### config.mk
export PLATFORM = sky130hd
export DESIGN_NAME = move_receiver_flat
export DESIGN_NICKNAME = d
export VERILOG_FILES = /design/src/rtl/move_receiver_if.sv /design/src/rtl/move_receiver.sv /design/src/flat_wrapper.sv
export SDC_FILE = /design/constraint.sdc
export NUM_CORES = 1
export LEC_CHECK = 0
export CORE_MARGIN = 5
export CORE_UTILIZATION = 44
export CTS_CLUSTER_DIAMETER = 80
export CTS_CLUSTER_SIZE = 8
export DETAILED_ROUTE_END_ITERATION = 8
export HOLD_SLACK_MARGIN = 0.08
export PLACE_DENSITY_LB_ADDON = 0.2
export SLEW_MARGIN = 20
export SYNTH_ARGS = -nofsm -noshare
export SYNTH_HDL_FRONTEND = slang
export SYNTH_SLANG_ARGS = --single-unit
### constraint.sdc
create_clock -name clk -period 3 [get_ports clk]
set_input_delay 0.3 -clock clk [delete_from_list [all_inputs] [get_ports clk]]
set_output_delay 0.3 -clock clk [all_outputs]
set_load 0.01 [all_outputs]
### src/rtl/move_receiver_if.sv
// -----------------------------------------------------------------------------
// move_receiver_if
// Opponent-move handshake between the game controller (master) and the move
// receiver (slave).
//
// Parameter:
//   CELLS         number of board cells (ROWS*COLS of the receiver)
// Signals:
//   recv_req      master -> slave  one-cycle request for a user move
//   recv_ready    slave  -> master receiver idle / result valid
//   recv_error    slave  -> master last move invalid (valid while ready=1)
//   recv_board_a  slave  -> master board A after the user move
//   recv_board_b  slave  -> master board B after the user move
// -----------------------------------------------------------------------------
interface move_receiver_if #(
  parameter int CELLS = 9
);
  logic             recv_req;
  logic             recv_ready;
  logic             recv_error;
  logic [CELLS-1:0] recv_board_a;
  logic [CELLS-1:0] recv_board_b;

  modport master (
    output recv_req,
    input  recv_ready,
    input  recv_error,
    input  recv_board_a,
    input  recv_board_b
  );

  modport slave (
    input  recv_req,
    output recv_ready,
    output recv_error,
    output recv_board_a,
    output recv_board_b
  );
endinterface

### src/rtl/move_receiver.sv
// -----------------------------------------------------------------------------
// move_receiver
// Responder side of the opponent-move handshake. After an accepted request it
// parses one user move from the UART RX byte stream (a single cell digit
// '1'..'9' followed by CR or LF, spaces ignored), validates it against the
// boards latched at request time and returns the updated boards or an error.
//
// Optional feature (macro MOVE_RECEIVER_TIMEOUT_EN): an idle-byte timeout of
// TIMEOUT_CYCLES clocks while parsing; on expiry the move is reported as an
// error with the latched boards. Without the macro the block waits forever.
//
// Ports:
//   clk          clock
//   reset_n      asynchronous active-low reset
//   rif          handshake (slave): recv_req in; recv_ready, recv_error,
//                recv_board_a, recv_board_b out
//   my_target_a  1: FPGA plays A, user plays B; 0: user plays A
//   board_a      current A board, sampled on accepted request
//   board_b      current B board, sampled on accepted request
//   rx_valid     one-cycle strobe, RX byte available
//   rx_data      RX byte
// -----------------------------------------------------------------------------
module move_receiver #(
  parameter int          ROWS           = 3,
  parameter int          COLS           = 3,
  parameter logic [31:0] TIMEOUT_CYCLES = 32'd100_000_000
) (
  input  logic                 clk,
  input  logic                 reset_n,
  move_receiver_if.slave       rif,
  input  logic                 my_target_a,
  input  logic [ROWS*COLS-1:0] board_a,
  input  logic [ROWS*COLS-1:0] board_b,
  input  logic                 rx_valid,
  input  logic [7:0]           rx_data
);

  localparam int CELLS = ROWS * COLS;

  typedef enum logic [2:0] {
    IDLE,
    WAIT_DIGIT,
    WAIT_TERM,
    DRAIN,
    CHECK
  } state_t;

  state_t           state;
  logic             accept;
  logic             is_digit;
  logic             is_term;
  logic             is_space;
  logic             cell_bad;
  logic             tmo_hit;
  logic [3:0]       idx;
  logic             lat_tgt;
  logic [CELLS-1:0] lat_a;
  logic [CELLS-1:0] lat_b;
  logic [CELLS-1:0] sel;
  logic             recv_error;
  logic [CELLS-1:0] recv_board_a;
  logic [CELLS-1:0] recv_board_b;

  assign accept   = (state == IDLE) && rif.recv_req;
  assign is_digit = (rx_data >= 8'h31) && (rx_data <= 8'h39);
  assign is_term  = (rx_data == 8'h0D) || (rx_data == 8'h0A);
  assign is_space = (rx_data == 8'h20);

  // One-hot cell select; an index past the last cell shifts the bit out, so an
  // all-zero select doubles as the out-of-range flag.
  assign sel      = CELLS'(1) << idx;
  assign cell_bad = (sel == '0) || (|((lat_a | lat_b) & sel));

  // Combinational so ready drops in the very cycle the request is raised.
  assign rif.recv_ready   = (state == IDLE) && !rif.recv_req;
  assign rif.recv_error   = recv_error;
  assign rif.recv_board_a = recv_board_a;
  assign rif.recv_board_b = recv_board_b;

`ifdef MOVE_RECEIVER_TIMEOUT_EN
  logic [31:0] tmo_cnt;
  logic        parsing;

  assign parsing = (state == WAIT_DIGIT) || (state == WAIT_TERM) || (state == DRAIN);
  // A byte arriving in the expiry cycle wins over the timeout.
  assign tmo_hit = parsing && !rx_valid && (tmo_cnt == TIMEOUT_CYCLES - 32'd1);

  always_ff @(posedge clk or negedge reset_n) begin
    if (!reset_n) begin
      tmo_cnt <= '0;
    end else if (accept || rx_valid) begin
      tmo_cnt <= '0;
    end else if (parsing) begin
      tmo_cnt <= tmo_cnt + 32'd1;
    end
  end
`else
  logic unused_timeout;

  assign tmo_hit        = 1'b0;
  assign unused_timeout = |TIMEOUT_CYCLES;
`endif

  // Request snapshot and parsed cell index (data path, no reset needed).
  always_ff @(posedge clk) begin
    if (accept) begin
      lat_a   <= board_a;
      lat_b   <= board_b;
      lat_tgt <= my_target_a;
    end
    if ((state == WAIT_DIGIT) && rx_valid && is_digit) begin
      idx <= rx_data[3:0] - 4'd1;
    end
  end

  // Parser / checker FSM with registered results.
  always_ff @(posedge clk or negedge reset_n) begin
    if (!reset_n) begin
      state        <= IDLE;
      recv_error   <= 1'b0;
      recv_board_a <= '0;
      recv_board_b <= '0;
    end else if (tmo_hit) begin
      recv_error   <= 1'b1;
      recv_board_a <= lat_a;
      recv_board_b <= lat_b;
      state        <= IDLE;
    end else begin
      case (state)
        IDLE: begin
          // Bytes here, including one coincident with the request, are dropped.
          if (rif.recv_req) begin
            recv_error <= 1'b0;
            state      <= WAIT_DIGIT;
          end
        end
        WAIT_DIGIT: begin
          if (rx_valid) begin
            if (is_digit) begin
              state <= WAIT_TERM;
            end else if (!(is_term || is_space)) begin
              state <= DRAIN;
            end
          end
        end
        WAIT_TERM: begin
          if (rx_valid) begin
            if (is_term) begin
              state <= CHECK;
            end else if (!is_space) begin
              state <= DRAIN;
            end
          end
        end
        DRAIN: begin
          // Swallow the rest of a malformed line before reporting it.
          if (rx_valid && is_term) begin
            recv_error   <= 1'b1;
            recv_board_a <= lat_a;
            recv_board_b <= lat_b;
            state        <= IDLE;
          end
        end
        CHECK: begin
          recv_board_a <= lat_a;
          recv_board_b <= lat_b;
          if (cell_bad) begin
            recv_error <= 1'b1;
          end else begin
            recv_error <= 1'b0;
            if (lat_tgt) begin
              recv_board_b <= lat_b | sel;
            end else begin
              recv_board_a <= lat_a | sel;
            end
          end
          state <= IDLE;
        end
        default: state <= IDLE;
      endcase
    end
  end

endmodule

### src/flat_wrapper.sv
// flat-port wrapper written by rule: the top's interface ports become plain ports
module move_receiver_flat 
#(
  parameter int          ROWS           = 3,
  parameter int          COLS           = 3,
  parameter logic [31:0] TIMEOUT_CYCLES = 32'd100_000_000
)
  (clk, reset_n, my_target_a, board_a, board_b, rx_valid, rx_data, rif_recv_req, rif_recv_ready, rif_recv_error, rif_recv_board_a, rif_recv_board_b);
  move_receiver_if #(.CELLS(9)) rif_i ();
  input  logic clk;
  input  logic reset_n;
  input  logic my_target_a;
  input  logic [ROWS*COLS-1:0] board_a;
  input  logic [ROWS*COLS-1:0] board_b;
  input  logic rx_valid;
  input  logic [7:0] rx_data;
  input wire logic [$bits(rif_i.recv_req)-1:0] rif_recv_req;
  output wire logic [$bits(rif_i.recv_ready)-1:0] rif_recv_ready;
  output wire logic [$bits(rif_i.recv_error)-1:0] rif_recv_error;
  output wire logic [$bits(rif_i.recv_board_a)-1:0] rif_recv_board_a;
  output wire logic [$bits(rif_i.recv_board_b)-1:0] rif_recv_board_b;
  assign rif_i.recv_req = rif_recv_req;
  assign rif_recv_ready = rif_i.recv_ready;
  assign rif_recv_error = rif_i.recv_error;
  assign rif_recv_board_a = rif_i.recv_board_a;
  assign rif_recv_board_b = rif_i.recv_board_b;
  move_receiver #(.ROWS(ROWS), .COLS(COLS), .TIMEOUT_CYCLES(TIMEOUT_CYCLES)) u_core (.clk(clk), .reset_n(reset_n), .rif(rif_i), .my_target_a(my_target_a), .board_a(board_a), .board_b(board_b), .rx_valid(rx_valid), .rx_data(rx_data));
endmodule
* Word level (Yosys, flattened, before mapping) *
Cells that the tools add are included.

operators by class
  $add $sub $neg = 1
  multipliers = 0
  div/mod/pow operators = 0
  order comparisons = 2
  equality and inequality tests = 13
  shifts and indexed selects = 1
  muxes and demuxes = 21
  bitwise gates (word level) = 4
  reduce and logical (&&, ||, !) cells = 18

operators with widths
  operator                                                           number
  2-to-1 mux 9 bit                                                   6
  case mux 9 bit (2 select lines)                                    2
  bitwise OR 9 bit                                                   3
  2-to-1 mux 3 bit                                                   8
  equality test 8 x 4 -> 1 bit, second input constant                2
  case mux 3 bit (4 select lines)                                    1
  AND 9 bit                                                          1
  zero test 9 bit                                                    1
  OR reduction 9 bit                                                 1
  << shifter 1 x 4 -> 9 bit, first input constant                    1
  equality test 8 x 6 -> 1 bit, second input constant                1
  greater-or-equal comparator 8 x 6 -> 1 bit, second input constant  1
  <= comparator 8 x 6 -> 1 bit, second input constant                1
  equality test 3 x 2 -> 1 bit, second input constant                2
  logical AND 1 bit                                                  6
  inequality test 2 bit, second input constant                       3
  inequality test 3 x 2 -> 1 bit, second input constant              2
  AND reduction 6 bit                                                1
  subtractor 4 x 1 -> 4 bit, second input constant                   1
  equality test 3 x 1 -> 1 bit, second input constant                1
  equality test 3 bit, second input constant                         1
  zero test 3 bit                                                    1
  logical OR 1 bit                                                   3
  2-to-1 mux 1 bit                                                   3
  7 further kinds                                                    7

word-level totals
  bits in registers = 45
  latch bits = 0
  RAM bits = 0
  memory bits (read-only) = 0
  output and inout bits = 20
  logic and storage cells = 68
  memories = 0

* Logic depth before layout (Yosys ltp) *
  depth in word-level cells = 7
  depth in mapped cells = 9

* Least setup slack after synthesis *
OpenSTA, ideal clock, no wires.

  kind = reg-to-reg
  from = register u_core.state[1]
  to = register u_core.lat_a[0], enable pin
  setup time = 0.451 ns
  arrival time = 2.676 ns
  setup slack = -0.127 ns
  stages on the path, launching flop included = 3
  path buffers = 1
  clock period less this slack = 3.127 ns
  cells stage by stage = dfrtp_1 > clkbuf_1 > nor4b_1

between the ends
  word-level cells in the longest chain between the ends = 2

RTL lines
  item                      line                  source
  start: declaration        move_receiver.sv:48   state_t state;
  start signal: assignment  move_receiver.sv:119  state <= IDLE;
  start signal: assignment  move_receiver.sv:127  state <= IDLE;
  start signal: assignment  move_receiver.sv:134  state <= WAIT_DIGIT;
  zero test 3 bit           move_receiver.sv:64   assign accept = (state == IDLE) && rif.recv_req;
  logical AND 1 bit         move_receiver.sv:64
  net u_core.accept         move_receiver.sv:49   logic accept;
  end signal: assignment    move_receiver.sv:107  lat_a <= board_a;
  end: declaration          move_receiver.sv:57   logic [CELLS-1:0] lat_a;

The timed path passes the listed nets, and every way through them passes these cells.
A chain may end at the register's enable or synchronous reset.

* Worst setup path after layout *
  from = input port rx_data[1]
  to = register u_core.recv_board_b[1] (netlist: u_core.rif.recv_board_b[1])

between the ends
  word-level cells in the longest chain between the ends = 5

RTL lines
  item                                               line                  source
  start: declaration                                 flat_wrapper.sv:16    input logic [7:0] rx_data;
  equality test 8 x 4 -> 1 bit                       move_receiver.sv:66   assign is_term = (rx_data == 8'h0D) || (rx_data == 8'h0A);
  logical OR 1 bit *                                 move_receiver.sv:66
  logical AND 1 bit *                                move_receiver.sv:157  if (rx_valid && is_term) begin
  inequality test 2 x 1 -> 1 bit (no source line) *  n/a
  AND reduction 2 bit (no source line) *             n/a
  end signal: assignment                             move_receiver.sv:160  recv_board_b <= lat_b;
  end signal: assignment                             move_receiver.sv:166  recv_board_b <= lat_b;
  end signal: assignment                             move_receiver.sv:172  recv_board_b <= lat_b | sel;
  end: declaration                                   move_receiver.sv:62   logic [CELLS-1:0] recv_board_b;

Every way passes the cells marked *; elsewhere a longest branch is shown, timed or not.

==> out/results.ini <==
[status]
status = completed

[placed_design]
io_buffers = 50
dp_hpwl_um = 3550
place_congestion = 0.831
dp_cells = 279

[grt]
grt_pass1_vias = 1591
antenna_found_initial = 0
grt_max_degree = 23
grt_usage = 0.157
overflow = 0
grt_pass1_wl_um = 7690

[power]
clkPwrFrac = 0.299
swShare = 0.223
intPower_w = 0.000926
pwr-share-seq = 0.576
p_sw_w = 0.000266
power.density_nw_per_um2 = 424
ir_drop_mv = 0.239
power_w = 0.00119
combPwrFrac = 0.125
p_leak_nw = 1.07

[sta]
skew_ns = 0.00615
finalSetupViolations = 0
hold_slack_ns = 0.502
setup_tns_ns = 0
fin_crit_sh = 0.783
finalHoldViolCount = 0
worstMarginPinSlew_ns = 0.602
period_needed_ns = 2.35
max_freq_mhz = 426
slew_headroom = 0.598
grt_setup_unrepaired = no
drv_slew = 0

[logic_synthesis]
yosys_warnings = 0
synth.top_cells.by_count = 23 x edfxtp_1, 22 x dfrtp_1, 19 x mux2i_1, 12 x o31ai_1, 9 x nor2_1
yosys_register_bits = 45
synthDistinctLibCells = 44
netlist_instances = 167
netlist_top_cells_area = edfxtp_1 32%, dfrtp_1 26%, mux2i_1 8.9%, o31ai_1 4.2%, o31ai_2 2.3%
synth_edf_count = 23
async_reset_ff_frac = 0.489
synthesis.area_um2 = 2140
avgSynthCellArea_um2 = 12.8
synth_most_common_cell = edfxtp_1
ys.flop_type = edfxtp_1
synth.top_cell.area_share = 0.323
synth_top_area_cell = edfxtp_1
ys_seq_area_frac = 0.580
syn-num-nets = 201

[flow_run]
max_cap_viol_count = 0

[min_path]
hp-class = input port to asynchronous set/reset pin

[clock_tree]
clock-sinks = 45
path_clk_slew_ns = 0.08
cts_root_buf = clkbuf_8
numCtsBuffers = 5
cts_resized = 0
post_cts_buffers = 0
clk_latency_ns = 0.29
hold_buffers = 0
cts_max_level = 2
clock_path_buffers = 2
cts_tree = done

[critical_path]
cp_data_arrival_time_ns = 2.52
worstPathRequired_ns = 3.17
critical_path_class = input port to flip-flop
cp_max_fo = 8
start_kind = input port
worst_setup_path_end_kind = flip-flop
crit_path_start = rx_data[1]
timing.rr.start = u_core.idx[1]$_DFFE_PP_

[route]
vias = 1554
routedWlPerCell_um = 16.2
routed_wl_um = 4660
drtIter0Drc = 54
drtPass1Iterations = 4
vias_per_cell = 5.40
drtAntennaViolNets = 0
drc = 0

[floorplan]
die_x_um = 79.8
fp.dieH_um = 79.8
die_area_um2 = 6360
initial_core_util = 0.453
core_um2 = 4720
ioPinCount = 51
row_count = 25

[finish]
num_antenna_cells = 0
layout.cells.non_filler = 288
area_delta_synth_final_pct = 31.3
final_util = 0.595
fillCellCount = 376
nets = 254
drive_above_1_share = 0.0950

area by class of cell:
class	count	area (µm²)	share of cell area
inverters	5	18.8	0.00668
repair buffers	54	528	0.188
well taps	67	83.8	0.0298
flip-flops and latches	45	1240	0.442
clock buffers	6	72.6	0.0258
multi-input cells	109	855	0.304
clock inverters	2	11.3	0.00401
power by group through the flow:
| stage | combinational (W) | clock [W] | sequential, W |
|---|---|---|---|
| 2_1_floorplan | 0.0000377 | 0 | 0.000707 |
| 4_1_cts | 0.000151 | 0.000365 | 0.000687 |
| 3_5_place_dp | 0.000151 | 0 | 0.000700 |
| 3_3_place_gp | 0.000146 | 0 | 0.000699 |
| 6_report | 0.000149 | 0.000357 | 0.000686 |
| 5_1_grt | 0.000160 | 0.000391 | 0.000691 |
critical path: stages:
cell             delay, ns
clkdlybuf4s50_1       0.50
inv_1                 0.07
ha_1                  0.19
mux2i_1               0.16
and4b_2               0.28
a21boi_2              0.40
buf_4                 0.28
mux2i_1               0.23
o31ai_2               0.09
kinds of logic after synthesis:
family / share of synthesized area
multiplexers: 0.0941
AND/OR/NAND/NOR: 0.133
AO/OA/AOI/OAI: 0.140
buffers and inverters: 0.0281
adder cells (fa/ha/maj): 0.0175
flip-flops: 0.580
XOR/XNOR: 0.00818
final timing paths:
check | endpoint | cells after the start | slack, ns
max in group asynchronous | u_core.rif.recv_error$_DFFE_PN0P_ | 2 | 2.15
min reg2reg | u_core.rif.recv_board_b[7]$_DFFE_PN0P_ | 2 | 0.51
max reg2reg | u_core.rif.recv_board_a[6]$_DFFE_PN0P_ | 5 | 0.80
min | u_core.rif.recv_board_b[1]$_DFFE_PN0P_ | 2 | 0.50
min in group clk | u_core.rif.recv_board_b[7]$_DFFE_PN0P_ | 2 | 0.51
max | u_core.rif.recv_board_b[1]$_DFFE_PN0P_ | 9 | 0.65
placed cells by master, fill, tap and decap left out, types with 2 or more instances in the layout:
| cell | instances |
|---|---|
| clkdlybuf4s50_1 | 49 |
| edfxtp_1 | 23 |
| dfrtp_1 | 22 |
| mux2i_1 | 19 |
| o31ai_1 | 12 |
| nor2_1 | 9 |
| a21oi_1 | 7 |
| nor3_1 | 6 |
| inv_1 | 5 |
| nand2_1 | 5 |
| nor3b_1 | 5 |
| clkbuf_8 | 5 |
| nor4_1 | 4 |
| nand2b_1 | 4 |
| o31ai_2 | 4 |
| ha_1 | 3 |
| buf_4 | 3 |
| xor2_1 | 2 |
| nand4_1 | 2 |
| or2_1 | 2 |
| a211oi_1 | 2 |
| nand3b_1 | 2 |
sequential cells by signal, indices dropped and copies added, names as in the netlist:
| signal | flops |
|---|---|
| u_core.rif.recv_board_a | 9 |
| u_core.lat_a | 9 |
| u_core.lat_b | 9 |
| u_core.idx | 4 |
| u_core.rif.recv_error | 1 |
| u_core.state | 3 |
| u_core.rif.recv_board_b | 9 |
| u_core.lat_tgt | 1 |
layer usage:
layer  vias up  wire, µm  global-route usage
met5         -         0                   0
met4         0        48              0.0541
met3         5       240              0.0384
met2        44      2330               0.265
met1       761      2040               0.197
li1        744         -                   -
through the flow:
step | worst slack, ns | instance area, µm²
after floorplan | 0.819 | 2150
after global placement | 0.397 | 2720
after detailed placement | 0.325 | 2720
after CTS | 0.641 | 2810
after global routing | 0.492 | 2810
final | 0.652 | 2810
No activity file was read; power rests on OpenSTA's default activity.
==> edit (config.mk and constraints unchanged) <==
The option `MOVE_RECEIVER_TIMEOUT_EN` is turned on by a define.
--- a/src/rtl/move_receiver.sv
+++ b/src/rtl/move_receiver.sv
@@ -22,2 +22,4 @@
 // -----------------------------------------------------------------------------
+`define MOVE_RECEIVER_TIMEOUT_EN
+
 module move_receiver #(
Function: same outputs for any inputs over 10 cycles, from zero or initial values and one cycle with reset_n low; that may be too few to reach the edited logic, so the function may still have changed.
==> edit against the original RTL <==
Clock power grew 87%; synthesized area up 77%; hold slack lost 0.42 ns; first-iteration DRC count grew 120%; worst setup slack about the same; power grew 93%; sequential cell count up 32; routed wire length increased by 81%; register-to-register slack worse by 0.15 ns; via count grew 92%; critical path depth down 4; final area is 62% higher; count of clock-buffer cells in the layout is 5 higher.
==> edit: results <==
[hold_path]
hold_class = "primary input to async pin"

[logic_synthesis]
synth_xor_area_share_pct = 6.24
synth.mux.area_fraction_pct = 0.529
synth_compound_area_share_pct = 10.6
synth_edf_count = 23
yosysWarnings = 0
synthAdderAreaFrac_pct = 1.65
synthArstFlopShare_pct = 70.1
synth.distinct_cells = 49
synthTopCellsByCount = "nor2_1, dfrtp_1, a21oi_1, edfxtp_1, nand2_1"
ys_seq_area_share_pct = 53.9
synth_nets = 404
synthFlopType = "dfrtp_1"
synth_area_leaders = "dfrtp_1, edfxtp_1, a21oi_1"

[clock_tree]
worstSkewPairLatency_ns = 0.34
ctsResizeCount = 0
cts_root_buf = "clkbuf_8"
cts_inserted_buffers = 9
path_clk_slew_ns = 0.08
htree_levels = 3

[detailed_routing]
drt_iter0_drc = 119
dr_wl_met3_um = 563
wl_met1_um = 3820
highest_layer = "met4"
wl_met2_um = 3910
drt_wl_total_um = 8420
vias = 2988
dr.pass1.iters = 4

[critical_path]
crit_fanout = 13
r2r-start = "u_core.state[2]"
cp_top_family = "simple AND/OR/NAND/NOR gates"
crit_slowest_cell = "dfrtp_1"
max_stage_delay_ns = 0.53
path_class = "register to register"
critPathArrivalTime_ns = 2.61

[global_routing]
grt_pass1_wl_um = 14300
grt_start_max_net_pins = 40
antenna_found_initial = 0
grt_usage_pct = 17.5
grt_pass1_vias = 2912

[status]
outcome = "complete, no violations"

[layout]
antenna_cells = 0
layout.nets = 455
largest_register_ffs = 32
drive_above_1_share_pct = 8.49

[place]
detailedPlace.worstSlack_ns = 0.494
hpwlAfterDp_um = 5970
gp_congestion = 0.750
port_buffers = 50

[timing]
tightestPinTransition_ns = 0.930
clock_skew_ns = 0.0134

[power_and_ir_drop]
swShare_pct = 27.5
leakagePower_nw = 1.76
vdd_ir_drop_max_uv = 330
## edit: through the flow
| stage | instance area (um2) | instances | total power [mW] |
|---|---|---|---|
| 4_1_cts | 4550 | 529 | 2.32 |
| 5_1_grt | 4550 | 529 | 2.42 |
| 3_3_place_gp | 4390 | 513 | 1.64 |
| 6_report | 4550 | 529 | 2.29 |
| 3_5_place_dp | 4390 | 513 | 1.65 |
| 2_1_floorplan | 3790 | 368 | 1.43 |
## edit: layer usage
layer  track usage [%]  up-vias
li1                  -     1435
met1              24.6     1462
met2              26.8       81
met3              4.19       10
met4              5.58        0
met5                 0        -
## edit: area by class of cell
| class | count | area [um2] |
|---|---|---|
| sequential | 77 | 2040 |
| clock buffer | 11 | 131 |
| inverter | 7 | 26.3 |
| tap | 105 | 131 |
| multi-input combinational | 270 | 1660 |
| clock inverter | 5 | 30.0 |
| fill | 768 | 3750 |
| timing repair buffer | 54 | 526 |
## edit: logic make-up (layout without fill, tap and decap cells)
kind of cell | Yosys count | in the layout
AOI/OAI and AO/OA | 68 | 68
xor gates and xnor gates | 27 | 27
adders and majority gates | 5 | 5
buffers and inverters | 21 | 77
DFF | 77 | 77
muxes | 2 | 2
and+or+nand+nor | 168 | 168
## edit: power by group through the flow
stage / logic (mW) / registers (mW) / clock network [mW]
2_1_floorplan: 0.178 / 1.26 / 0
3_3_place_gp: 0.373 / 1.27 / 0
3_5_place_dp: 0.380 / 1.27 / 0
4_1_cts: 0.382 / 1.25 / 0.685
5_1_grt: 0.423 / 1.26 / 0.732
6_report: 0.378 / 1.25 / 0.666
## edit: final timing paths
| path | end | depth (start not counted) | slack, ns |
|---|---|---|---|
| min in group clk | u_core.lat_b[0] | 1 | 0.51 |
| min | u_core.rif.recv_board_b[4] | 1 | 0.09 |
| min reg2reg | u_core.rif.recv_board_a[8] | 2 | 0.53 |
| max in group asynchronous | u_core.tmo_cnt[20] | 2 | 2.22 |
| max reg2reg | u_core.tmo_cnt[30] | 5 | 0.65 |
| max | u_core.tmo_cnt[30] | 5 | 0.65 |
## edit: worst register-to-register path: stages, from the launching register on
cell      delay [ns]
dfrtp_1         0.53
o21bai_2        0.36
nor4_4          0.44
nand4_1         0.35
or3_1           0.44
a21oi_1         0.14
